--- src/rtl/load_store_unit.sv ---
// load_store_unit: sequences one load/store at a time between the execute
// stage and a combinational-read data memory. Supports direct addressing
// and indirect addressing through a pointer word in memory, with optional
// pointer post-increment written back after the access.
//
// Ports:
//   clk, nReset                 clock, synchronous active-low reset
//   ReqValid/ReqReady           request handshake
//   ReqWrite, ReqIndirect,
//   ReqPostInc, ReqAddr, ReqData request payload (sampled at accept edge)
//   RespValid/RespReady         response handshake
//   RespData                    load data or stored-data echo
//   MemAddr, MemWriteEnable,
//   MemWrData                   data memory drive
//   MemRdData                   data memory combinational read data
module load_store_unit #(
    parameter int unsigned DataWidth = 8
) (
    input  logic                 clk,
    input  logic                 nReset,
    input  logic                 ReqValid,
    output logic                 ReqReady,
    input  logic                 ReqWrite,
    input  logic                 ReqIndirect,
    input  logic                 ReqPostInc,
    input  logic [DataWidth-1:0] ReqAddr,
    input  logic [DataWidth-1:0] ReqData,
    output logic                 RespValid,
    input  logic                 RespReady,
    output logic [DataWidth-1:0] RespData,
    output logic [DataWidth-1:0] MemAddr,
    output logic                 MemWriteEnable,
    output logic [DataWidth-1:0] MemWrData,
    input  logic [DataWidth-1:0] MemRdData
);

    typedef enum logic [2:0] {
        S_IDLE,
        S_PTR,
        S_ACCESS,
        S_PTR_WB,
        S_RESP
    } state_t;

    state_t               state, state_next;
    logic                 lat_write, lat_write_next;
    logic                 lat_indirect, lat_indirect_next;
    logic                 lat_post_inc, lat_post_inc_next;
    logic [DataWidth-1:0] lat_addr, lat_addr_next;
    logic [DataWidth-1:0] lat_data, lat_data_next;
    logic [DataWidth-1:0] eff_addr, eff_addr_next;
    logic [DataWidth-1:0] resp_data, resp_data_next;

    // State and datapath registers
    always_ff @(posedge clk) begin
        if (!nReset) begin
            state        <= S_IDLE;
            lat_write    <= 1'b0;
            lat_indirect <= 1'b0;
            lat_post_inc <= 1'b0;
            lat_addr     <= '0;
            lat_data     <= '0;
            eff_addr     <= '0;
            resp_data    <= '0;
        end else begin
            state        <= state_next;
            lat_write    <= lat_write_next;
            lat_indirect <= lat_indirect_next;
            lat_post_inc <= lat_post_inc_next;
            lat_addr     <= lat_addr_next;
            lat_data     <= lat_data_next;
            eff_addr     <= eff_addr_next;
            resp_data    <= resp_data_next;
        end
    end

    // Next-state and memory/handshake output decode
    always_comb begin
        state_next        = state;
        lat_write_next    = lat_write;
        lat_indirect_next = lat_indirect;
        lat_post_inc_next = lat_post_inc;
        lat_addr_next     = lat_addr;
        lat_data_next     = lat_data;
        eff_addr_next     = eff_addr;
        resp_data_next    = resp_data;
        ReqReady          = 1'b0;
        RespValid         = 1'b0;
        MemAddr           = '0;
        MemWriteEnable    = 1'b0;
        MemWrData         = '0;

        case (state)
            S_IDLE: begin
                ReqReady = nReset;
                if (ReqValid && nReset) begin
                    lat_write_next    = ReqWrite;
                    lat_indirect_next = ReqIndirect;
                    lat_post_inc_next = ReqPostInc;
                    lat_addr_next     = ReqAddr;
                    lat_data_next     = ReqData;
                    if (ReqIndirect) begin
                        state_next = S_PTR;
                    end else begin
                        eff_addr_next = ReqAddr;
                        state_next    = S_ACCESS;
                    end
                end
            end

            // Fetch the pointer word; it becomes the effective address
            S_PTR: begin
                MemAddr       = lat_addr;
                eff_addr_next = MemRdData;
                state_next    = S_ACCESS;
            end

            S_ACCESS: begin
                MemAddr        = eff_addr;
                MemWriteEnable = lat_write;
                MemWrData      = lat_write ? lat_data : '0;
                resp_data_next = lat_write ? lat_data : MemRdData;
                state_next     = (lat_indirect && lat_post_inc) ? S_PTR_WB : S_RESP;
            end

            // Pointer write-back; wraps modulo 2^DataWidth and, if the pointer
            // aliases the effective address, overwrites the store just made
            S_PTR_WB: begin
                MemAddr        = lat_addr;
                MemWriteEnable = 1'b1;
                MemWrData      = DataWidth'(eff_addr + DataWidth'(1));
                state_next     = S_RESP;
            end

            S_RESP: begin
                RespValid = 1'b1;
                if (RespReady) begin
                    state_next = S_IDLE;
                end
            end

            default: begin
                state_next = S_IDLE;
            end
        endcase
    end

    assign RespData = resp_data;

endmodule

--- config.mk ---
export PLATFORM = sky130hd
export DESIGN_NAME = load_store_unit
export DESIGN_NICKNAME = d
export VERILOG_FILES = /design/src/rtl/load_store_unit.sv
export SDC_FILE = /design/constraint.sdc
export NUM_CORES = 1
export LEC_CHECK = 0
export ABC_CLOCK_PERIOD_IN_PS = 2800
export BUFFER_PORTS_ARGS = -buffer_cell sky130_fd_sc_hd__buf_2
export CELL_PAD_IN_SITES_DETAIL_PLACEMENT = 0
export CELL_PAD_IN_SITES_GLOBAL_PLACEMENT = 1
export CORE_ASPECT_RATIO = 1.75
export CORE_MARGIN = 2
export CORE_UTILIZATION = 43
export CTS_BUF_LIST = sky130_fd_sc_hd__clkbuf_8
export CTS_CLUSTER_DIAMETER = 120
export CTS_CLUSTER_SIZE = 24
export DETAILED_ROUTE_END_ITERATION = 12
export GPL_ROUTABILITY_DRIVEN = 1
export PLACE_DENSITY = 0.85
export SLEW_MARGIN = 20
export SYNTH_ARGS = -nofsm -noshare
export SYNTH_HDL_FRONTEND = slang
export SYNTH_SLANG_ARGS = --single-unit
--- constraint.sdc ---
create_clock -name clk -period 2.8 [get_ports clk]
set_input_delay 0.84 -clock clk [delete_from_list [all_inputs] [get_ports clk]]
set_output_delay 0.84 -clock clk [all_outputs]
set_load 0.02 [all_outputs]
==> flow_metrics.py, run 1 <==
metrics = {
    "outcome": {
        "status": "finished clean",
    },
    "synth": {
        "synth_area_leader_cell": "dfxtp_1",
        "netlist_area_sq_um": 2030,
        "synth_edf_count": 0,
        "synth_fp_nets": 256,
        "ys_warn_count": 0,
        "syn_inst": 224,
        "synth_area_leaders": "dfxtp_1 37%, mux2i_1 13%, nand2_1 6.8%, mux2_2 4.4%, o221a_2 4.4%",
        "ys_types": 39,
        "async_flop_share_pct": 0,
        "synth.most_common_cell": "dfxtp_1",
        "synth_common_cells": "38 x dfxtp_1, 37 x nand2_1, 27 x mux2i_1",
        "synth_top_area_share_pct": 37.5,
        "synthFlopType": "dfxtp_1",
        "avgSynthCellArea_sq_um": 9.06,
        "yosysSeqAreaShare_pct": 37.5,
        "ys_ff_latch": 38,
    },
    "cts": {
        "cts_tree": "built",
        "htree_levels": 2,
        "cts-resized-gates": 0,
        "clkTransAtPathRegs_ps": 80,
        "hold_buffers": 0,
        "insertion_delay_ps": 300,
        "root_buffer": "clkbuf_8",
        "cts_sinks": 38,
        "clockBufferDepth": 2,
        "postCtsSetupRepairBufs": 0,
        "cts_buffers": 5,
    },
    "timing": {
        "maxSlewHeadroom_pct": 64.7,
        "max_freq_mhz": 376,
        "setup_viol": 0,
        "fin_crit_sh_pct": 95.0,
        "skew_ps": 8.36,
        "rsz0062_at_grt": "no",
        "final_max_slew_viol_count": 0,
        "period_needed_ps": 2660,
        "hold_viol": 0,
        "tightest_slew_ps": 529,
        "tns_ps": 0,
    },
    "setup_path": {
        "worst-path-max-fanout": 8,
        "start_kind": "flip-flop",
        "critPathLaunch": "state[1]",
        "rr_startpoint": "state[0]",
        "worstPathArrival_ps": 1820,
        "crit_type": "reg -> out",
        "worstPathRequired_ps": 1960,
        "endpoint_kind": "primary output",
        "r2r_cells": 4,
    },
    "power_and_ir_drop": {
        "internal_power_mw": 1.10,
        "p_per_area_nw_per_um2": 587,
        "power_frac_seq_pct": 43.1,
        "leakagePower_nw": 1.36,
        "p_clk_share_pct": 38.9,
        "switching_share_pct": 26.1,
        "combPwrFrac_pct": 18.0,
        "switching_power_uw": 388,
        "ir_drop_uv": 393,
    },
    "place": {
        "io_buffers": 57,
        "placed_cell_area_sq_um": 2390,
        "dp_hpwl_mm": 3.75,
        "gp_congestion": 0.834,
    },
    "floorplanning": {
        "dieWidth_microns": 55.9,
        "die_h_microns": 94.9,
        "start_util_pct": 43.9,
        "rows": 33,
        "dieArea_sq_um": 5310,
        "core_sq_um": 4620,
        "io_pins": 58,
    },
    "layout": {
        "antenna-diode-count": 0,
        "drive_above_1_share_pct": 33.7,
        "finalInstanceArea_sq_um": 2530,
        "fin_nets": 316,
        "syn_to_final_growth_pct": 24.7,
    },
    "routing": {
        "via_per_inst": 5.25,
        "vias": 1770,
        "wl_per_cell_microns": 15.4,
        "drtIter0Drc": 38,
        "ant_nets": 0,
        "drtPass1Iterations": 4,
        "drc": 0,
        "drt-total-wl_mm": 5.17,
    },
    "worst_hold_path": {
        "hp-class": "reg -> reg",
        "holdPathStages": 2,
        "hp-start": "lat_addr[4]",
    },
    "global_route": {
        "grt_pass1_wl_mm": 8.46,
        "grt_max_degree": 39,
        "grt_pass1_vias": 1718,
        "grt_usage_pct": 20.7,
        "overflow": 0,
        "antenna_found_initial": 0,
    },
    "flow_run": {
        "max_cap_viol_count": 0,
    },
}
worst max-delay path, stage by stage, from the launching register on:
cell	delay, ps
dfxtp_1	470
nand3b_1	220
or4_1	540
nand3_1	120
buf_2	170
layer usage:
| metal | global-route usage, % | part of all wire, % |
|---|---|---|
| met1 | 23.4 | 43 |
| met2 | 37.6 | 51 |
| met3 | 3.15 | 3.2 |
| met4 | 9.92 | 2.5 |
| met5 | 0 | 0 |
path summary, 6_finish.rpt:
check,endpoint,slack [ps]
worst max-delay path,MemWrData[7],140
worst min-delay path,lat_addr[4],470
worst max register to register,eff_addr[7],980
worst min register to register,lat_addr[4],470
cell usage in the layout (no fill, tap or decap), types with 2 or more instances in the layout:
cell       count
or4_1          3
and3b_1        2
o211ai_1       4
bufinv_16      2
dfxtp_1       38
o211a_1        8
nor3b_1        2
nand3_1        7
buf_4         11
o221a_2        8
nor2_1        10
mux2_2         8
nand2_1       37
mux2i_1       27
o21ai_0        5
inv_1         20
nor2b_1        3
buf_2         57
xor2_1         2
nand2b_1       2
a22oi_1        8
clkbuf_8       6
per-stage QoR:
step	power, mW	setup WS (ps)	std cells	hold slack, ps	util, %
global route	1.55	31.9	337	485	54.7
global placement	0.916	494	329	446	51.6
detailed placement	0.921	452	329	454	51.6
floorplan	0.826	551	224	438	-
CTS	1.49	124	337	467	54.7
finish	1.49	139	337	466	54.7
registers in the layout (all words and copies together), names as in the netlist:
| signal | cells |
|---|---|
| state | 3 |
| RespData | 8 |
| eff_addr | 8 |
| lat_write | 1 |
| lat_post_inc | 1 |
| lat_indirect | 1 |
| lat_addr | 8 |
| lat_data | 8 |
power groups by stage:
stage	registers (mW)	clock network (mW)	logic, mW
detailed placement	0.652	0	0.269
global route	0.647	0.608	0.293
CTS	0.640	0.585	0.270
finish	0.640	0.578	0.267
floorplan	0.649	0	0.177
global placement	0.650	0	0.266
cells by family (layout without fill, tap and decap cells):
group,count (synthesis),count (layout),synth area share [%]
and+or+nand+nor,73,73,19.1
AOI/OAI and AO/OA,39,39,16.3
DFF,38,38,37.5
muxes,35,35,17.8
buffers and inverters,35,96,7.40
xor gates and xnor gates,3,3,1.29
adders and majority gates,1,1,0.616
final cells by class:
| class | instances | area, sq um |
|---|---|---|
| fillers | 474 | 2090 |
| multi-input cells | 151 | 1120 |
| flip-flops and latches | 38 | 761 |
| repair buffers | 68 | 368 |
| clock buffers | 6 | 82.6 |
| inverters | 20 | 75.1 |
| well taps | 52 | 65.1 |
| clock inverters | 2 | 60.1 |
Note: power is estimated with default switching activity, not from simulation.
==> run 2: changes to the inputs <==
- SETUP_SLACK_MARGIN: unset -> 0.5
- TNS_END_PERCENT: unset -> 5
==> run 2 against run 1 <==
  * Setup slack improved by 220 ps
  * Maximum frequency is 9.1% higher
  * Non-clock buffer count up 9
  * Routed wire length is 5.0% higher
  * First-iteration DRC count decreased by 13%
  * Sequential power up 1%
  * Via count rose by 4.7%
  * Critical path type unchanged
==> flow_metrics.py, run 2 (same netlist as run 1, synthesis figures left out) <==
metrics = {
    "setup_path": {
        "crit_type": "reg -> out",
        "rr_startpoint": "state[2]",
        "worstPathRequired_ps": 1960,
        "r2r_cells": 5,
        "r2r-end": "eff_addr[7]",
        "worstPathArrival_ps": 1600,
        "r2r_slack_ps": 920,
        "worst-path-max-fanout": 5,
        "start_kind": "flip-flop",
        "endpoint_kind": "primary output",
    },
    "global_route": {
        "grt_pass1_wl_mm": 8.87,
        "grt_max_degree": 39,
        "grt_usage_pct": 21.7,
        "antenna_found_initial": 0,
        "grt_pass1_vias": 1810,
        "overflow": 0,
    },
    "place": {
        "dp_hpwl_mm": 3.75,
        "placed_cell_area_sq_um": 2390,
        "pre_cts_slack_ps": 452,
        "gp_congestion": 0.834,
        "io_buffers": 57,
    },
    "floorplanning": {
        "die_h_microns": 94.9,
        "dieArea_sq_um": 5310,
        "core_sq_um": 4620,
        "io_pins": 58,
        "rows": 33,
        "dieWidth_microns": 55.9,
        "start_util_pct": 43.9,
    },
    "worst_hold_path": {
        "holdPathStages": 2,
        "hp-class": "reg -> reg",
        "hp-start": "lat_addr[4]",
        "hold_path_end": "lat_addr[4]",
    },
    "cts": {
        "insertion_delay_ps": 290,
        "htree_levels": 2,
        "clkTransAtPathRegs_ps": 80,
        "root_buffer": "clkbuf_8",
        "cts_tree": "built",
        "cts_sinks": 38,
        "clockBufferDepth": 2,
        "cts_buffers": 5,
        "hold_buffers": 0,
    },
    "routing": {
        "drtIter0Drc": 33,
        "vias": 1854,
        "drtPass1Iterations": 4,
        "drt-total-wl_mm": 5.43,
        "wl_per_cell_microns": 15.7,
        "drc": 0,
        "ant_nets": 0,
        "via_per_inst": 5.36,
    },
    "timing": {
        "setup_viol": 0,
        "tightest_slew_ps": 518,
        "finalWorstSetupSlack_ps": 360,
        "hold_viol": 0,
        "maxSlewHeadroom_pct": 65.4,
        "final_max_slew_viol_count": 0,
        "rsz0062_at_grt": "yes",
        "skew_ps": 6.12,
        "fin_crit_sh_pct": 87.1,
        "tns_ps": 0,
        "period_needed_ps": 2440,
        "max_freq_mhz": 410,
    },
    "layout": {
        "multi_input_area_sq_um": 1200,
        "finalInstanceArea_sq_um": 2770,
        "drive_above_1_share_pct": 44.9,
        "final_util_pct": 60.0,
        "fin_nets": 325,
        "nFillCells": 435,
        "regArea_sq_um": 788,
        "antenna-diode-count": 0,
        "syn_to_final_growth_pct": 36.6,
        "final_cell_mix": "49 x buf_2, 32 x nand2_1, 28 x dfxtp_1, 27 x mux2i_1, 20 x inv_1",
        "layout_commonest_cell": "buf_2",
    },
    "power_and_ir_drop": {
        "leakagePower_nw": 1.45,
        "p_per_area_nw_per_um2": 547,
        "finalPower_mw": 1.52,
        "ir_drop_uv": 412,
    },
    "flow_run": {
        "max_cap_viol_count": 0,
    },
    "outcome": {
        "status": "finished clean",
    },
}
run 2: changes by cell type in the layout (fill, tap and decap cells not counted), sizes merged:
| cell | before | now |
|---|---|---|
| buf | 68 | 77 |
run 2: timing repair:
item / in CTS / in global routing
setup buffers: 8 / 0
setup endpoints to repair: 15 / 19
pin swaps: 7 / 2
cloned: 1 / 0
gates resized for setup: 45 / 16
run 2: report_power, final:
group,leakage (nW),switching [mW],internal [mW]
registers,0.318,0.0514,0.596
logic,1.06,0.151,0.144
clock network,0.0714,0.194,0.380
total,1.45,0.397,1.12
run 2: worst max-delay path, cell delays in order, from the launching register on:
cell and delay (ps):
dfxtp_2 340, nand3b_1 250, or4_1 480, nand3_2 110, buf_6 120
run 2: area by class of cell:
cell class | count | area share (%)
Clock buffer | 6 | 2.98
Clock inverter | 2 | 2.17
Inverter | 20 | 2.71
Multi-Input combinational cell | 151 | 43.3
Sequential cell | 38 | 28.4
Tap cell | 52 | 2.35
Timing Repair Buffer | 77 | 18.1
run 2: worst max path at each step:
stage | start | endpoint | slack, ps | cells past startpoint
2_1_floorplan | state[2] | MemWrData[6] | 550 | 4
3_3_place_gp | state[1] | MemWrData[7] | 490 | 4
3_5_place_dp | state[1] | MemWrData[7] | 450 | 4
4_1_cts | state[2] | MemWrData[2] | 370 | 6
5_1_grt | state[2] | MemWrData[5] | 290 | 4
6_report | state[2] | MemWrData[5] | 360 | 4
run 2: per-stage QoR:
stage          hold WS, ps  cells
2_1_floorplan          438    224
3_3_place_gp           446    329
3_5_place_dp           454    329
4_1_cts                467    346
5_1_grt                485    346
6_report               463    346
run 2: metal layers:
layer | share of wire [%] | track usage [%] | vias to the layer above
met5 | 0 | 0 | -
met4 | 3.0 | 11.3 | 0
met3 | 3.6 | 3.70 | 12
met2 | 53 | 38.8 | 45
met1 | 41 | 24.3 | 875
li1 | - | - | 922
==> run 3: changes to the inputs <==
- ABC_AREA: unset -> 1
- CORE_UTILIZATION: 43 -> 40
- CTS_CLUSTER_DIAMETER: 120 -> 60
- PLACE_DENSITY: 0.85 -> 0.84
==> run 3 against run 2 <==
  * Sequential power decreased by 2%
  * Routed wire length increased by 12%
  * Die area increased by 6.7%
  * Global-route usage increased by 0.22 points
  * Via count increased by 17%
  * Utilization decreased by 1.8 points
  * Critical path type unchanged
  * Non-clock buffer count decreased by 7
  * Largest cell class unchanged
  * Critical endpoint is now MemAddr[4]
==> flow_metrics.py, run 3 <==
metrics = {
    "floorplanning": {
        "io_pins": 58,
        "rows": 34,
        "die_h_microns": 98.1,
        "dieArea_sq_um": 5660,
        "dieWidth_microns": 57.7,
        "start_util_pct": 41.0,
        "core_sq_um": 4930,
    },
    "timing": {
        "hold_viol": 0,
        "final_max_slew_viol_count": 0,
        "rsz0062_at_grt": "yes",
        "maxSlewHeadroom_pct": 68.3,
        "setup_viol": 0,
        "period_needed_ps": 2290,
        "max_freq_mhz": 437,
        "tns_ps": 0,
        "tightest_slew_ps": 475,
        "skew_ps": 6.59,
        "fin_crit_sh_pct": 81.8,
    },
    "place": {
        "placed_cell_area_sq_um": 2300,
        "dp.cells": 395,
        "dp_hpwl_mm": 4.01,
        "io_buffers": 57,
        "gp_congestion": 0.802,
    },
    "synth": {
        "synth_edf_count": 0,
        "yosys.area_share.simple_pct": 29.6,
        "netlist_area_sq_um": 2020,
        "synth_fa_ha_area_share_pct": 0.619,
        "synth_area_leaders": "dfxtp_1 38%, nand2_1 16%, o21ai_0 7.2%, inv_1 6.7%, nand3_1 4.5%",
        "yosysSeqAreaShare_pct": 37.6,
        "avgSynthCellArea_sq_um": 6.85,
        "synth_area_leader_cell": "dfxtp_1",
        "async_flop_share_pct": 0,
        "synth_mux_area_share_pct": 0,
        "ys_types": 26,
        "synthFlopType": "dfxtp_1",
        "synth.most_common_cell": "nand2_1",
        "synth_common_cells": "84 x nand2_1, 38 x dfxtp_1, 36 x inv_1",
        "synth-xor-area-share_pct": 0,
        "synth_fp_nets": 327,
        "ys_warn_count": 0,
        "ys_ff_latch": 38,
        "syn_inst": 295,
        "synth_top_family_by_area": "simple AND/OR/NAND/NOR gates",
        "synth_top_area_share_pct": 37.6,
        "synth_compound_area_share_pct": 19.7,
    },
    "cts": {
        "cts_tree": "built",
        "clockBufferDepth": 2,
        "insertion_delay_ps": 290,
        "htree_levels": 2,
        "clkTransAtPathRegs_ps": 80,
        "cts_sinks": 38,
        "root_buffer": "clkbuf_8",
        "cts_buffers": 5,
    },
    "global_route": {
        "grt_pass1_vias": 2005,
        "overflow": 0,
        "antenna_found_initial": 0,
        "grt_max_degree": 37,
        "grt_usage_pct": 21.9,
        "grt_pass1_wl_mm": 9.54,
    },
    "setup_path": {
        "slowest_stage": "dfxtp_4",
        "endpoint_kind": "primary output",
        "start_kind": "flip-flop",
        "r2r_cells": 6,
        "r2r_slack_ps": 1220,
        "slowest_delay_ps": 360,
        "path_cells": "inv_4, nor2_4, buf_12, buf_12, nand2_8, o22ai_2, buf_4",
        "r2r-end": "eff_addr[0]",
        "worstPathRequired_ps": 1960,
        "rr_startpoint": "state[2]",
        "critical_path_buf_inv_count": 4,
        "worst-path-max-fanout": 9,
        "cpLargestDelayFamily": "buffers and inverters",
        "worstPathArrival_ps": 1450,
        "cp_common_cell": "buf_12",
        "crit_type": "reg -> out",
    },
    "layout": {
        "final_cell_mix": "81 x nand2_1, 42 x buf_2, 34 x inv_1, 33 x dfxtp_1, 23 x o21ai_0",
        "finalInstanceArea_sq_um": 2870,
        "antenna-diode-count": 0,
        "fin_nets": 392,
        "fin_cells": 415,
        "drive_above_1_share_pct": 33.8,
        "syn_to_final_growth_pct": 41.8,
        "layout_commonest_cell": "nand2_1",
    },
    "routing": {
        "via_per_inst": 5.22,
        "drtIter0Drc": 96,
        "vias": 2165,
        "drt-total-wl_mm": 6.07,
        "drtPass1Iterations": 4,
        "ant_nets": 0,
        "wl_per_cell_microns": 14.6,
        "drc": 0,
    },
    "worst_hold_path": {
        "hp-class": "reg -> reg",
        "hold_path_end": "RespData[5]",
        "hp-start": "RespData[5]",
        "holdPathStages": 2,
    },
    "power_and_ir_drop": {
        "p_per_area_nw_per_um2": 550,
        "ir_drop_uv": 479,
        "leakagePower_nw": 1.29,
    },
    "outcome": {
        "status": "finished clean",
    },
    "flow_run": {
        "max_cap_viol_count": 0,
    },
}
## run 3: cell types whose count changed after synthesis, sizes merged, moves of 12 or more
cell / previous run / this run
nand2: 38 / 87
nand3: 7 / 19
inv: 20 / 39
o21ai: 6 / 39
nor2: 10 / 22
mux2i: 27 / 0
## run 3: cell type report
class / count / area, sq um
Multi-Input combinational cell: 206 / 1210
Fill cell: 485 / 2070
Tap cell: 54 / 67.6
Clock buffer: 6 / 82.6
Timing Repair Buffer: 70 / 509
Sequential cell: 38 / 774
Inverter: 39 / 168
Clock inverter: 2 / 60.1
## run 3: logic make-up (layout without fill, tap and decap cells)
family                   count (synthesis)  in the layout
flip-flops                              38             38
buffers and inverters                   53            117
adder cells (fa/ha/maj)                  1              1
AO/OA/AOI/OAI                           70             70
AND/OR/NAND/NOR                        133            135
## run 3: per-stage QoR
| stage | hold WS (ps) | util (%) | setup slack, ps | total power [mW] |
|---|---|---|---|---|
| after floorplan | 442 | - | 541 | 0.849 |
| after global placement | 453 | 46.6 | 528 | 0.918 |
| after detailed placement | 453 | 46.6 | 493 | 0.923 |
| after CTS | 465 | 54.9 | 462 | 1.56 |
| after global routing | 479 | 58.1 | 420 | 1.66 |
| final | 465 | 58.1 | 509 | 1.58 |
## run 3: what timing repair did
item                       CTS  global route
setup buffers                8             2
hold buffers                 0             0
gates resized for setup     38            37
setup endpoints to repair   17            17
cloned                       2             0
pin swaps                    4             7
## run 3: how the worst max path moves through the flow
stage | depth (start not counted) | end | start | slack [ps]
3_3_place_gp | 7 | MemWrData[6] | state[1] | 530
6_report | 7 | MemAddr[4] | state[1] | 510
2_1_floorplan | 4 | ReqReady | nReset | 540
5_1_grt | 6 | MemWrData[5] | eff_addr[2] | 420
3_5_place_dp | 7 | MemWrData[6] | state[1] | 490
4_1_cts | 7 | MemAddr[0] | state[1] | 460
## run 3: per-layer routing
layer	vias up	part of all wire, %	GRT usage (%)
li1	1092	-	-
met1	994	41	26.7
met2	71	52	36.7
met3	8	5.6	4.24
met4	0	1.7	8.94
met5	-	0	0
## run 3: tightest hold or removal path: cells and delay by family, from the launching register on
family          cells  cell delay, ps
simple gates        1              60
flops               1             310
compound gates      1              50
## run 3: where the power goes
group	switching [mW]	internal (mW)	leakage, nW
Clock	0.199	0.380	0.0714
Sequential	0.0421	0.592	0.315
Combinational	0.223	0.142	0.900
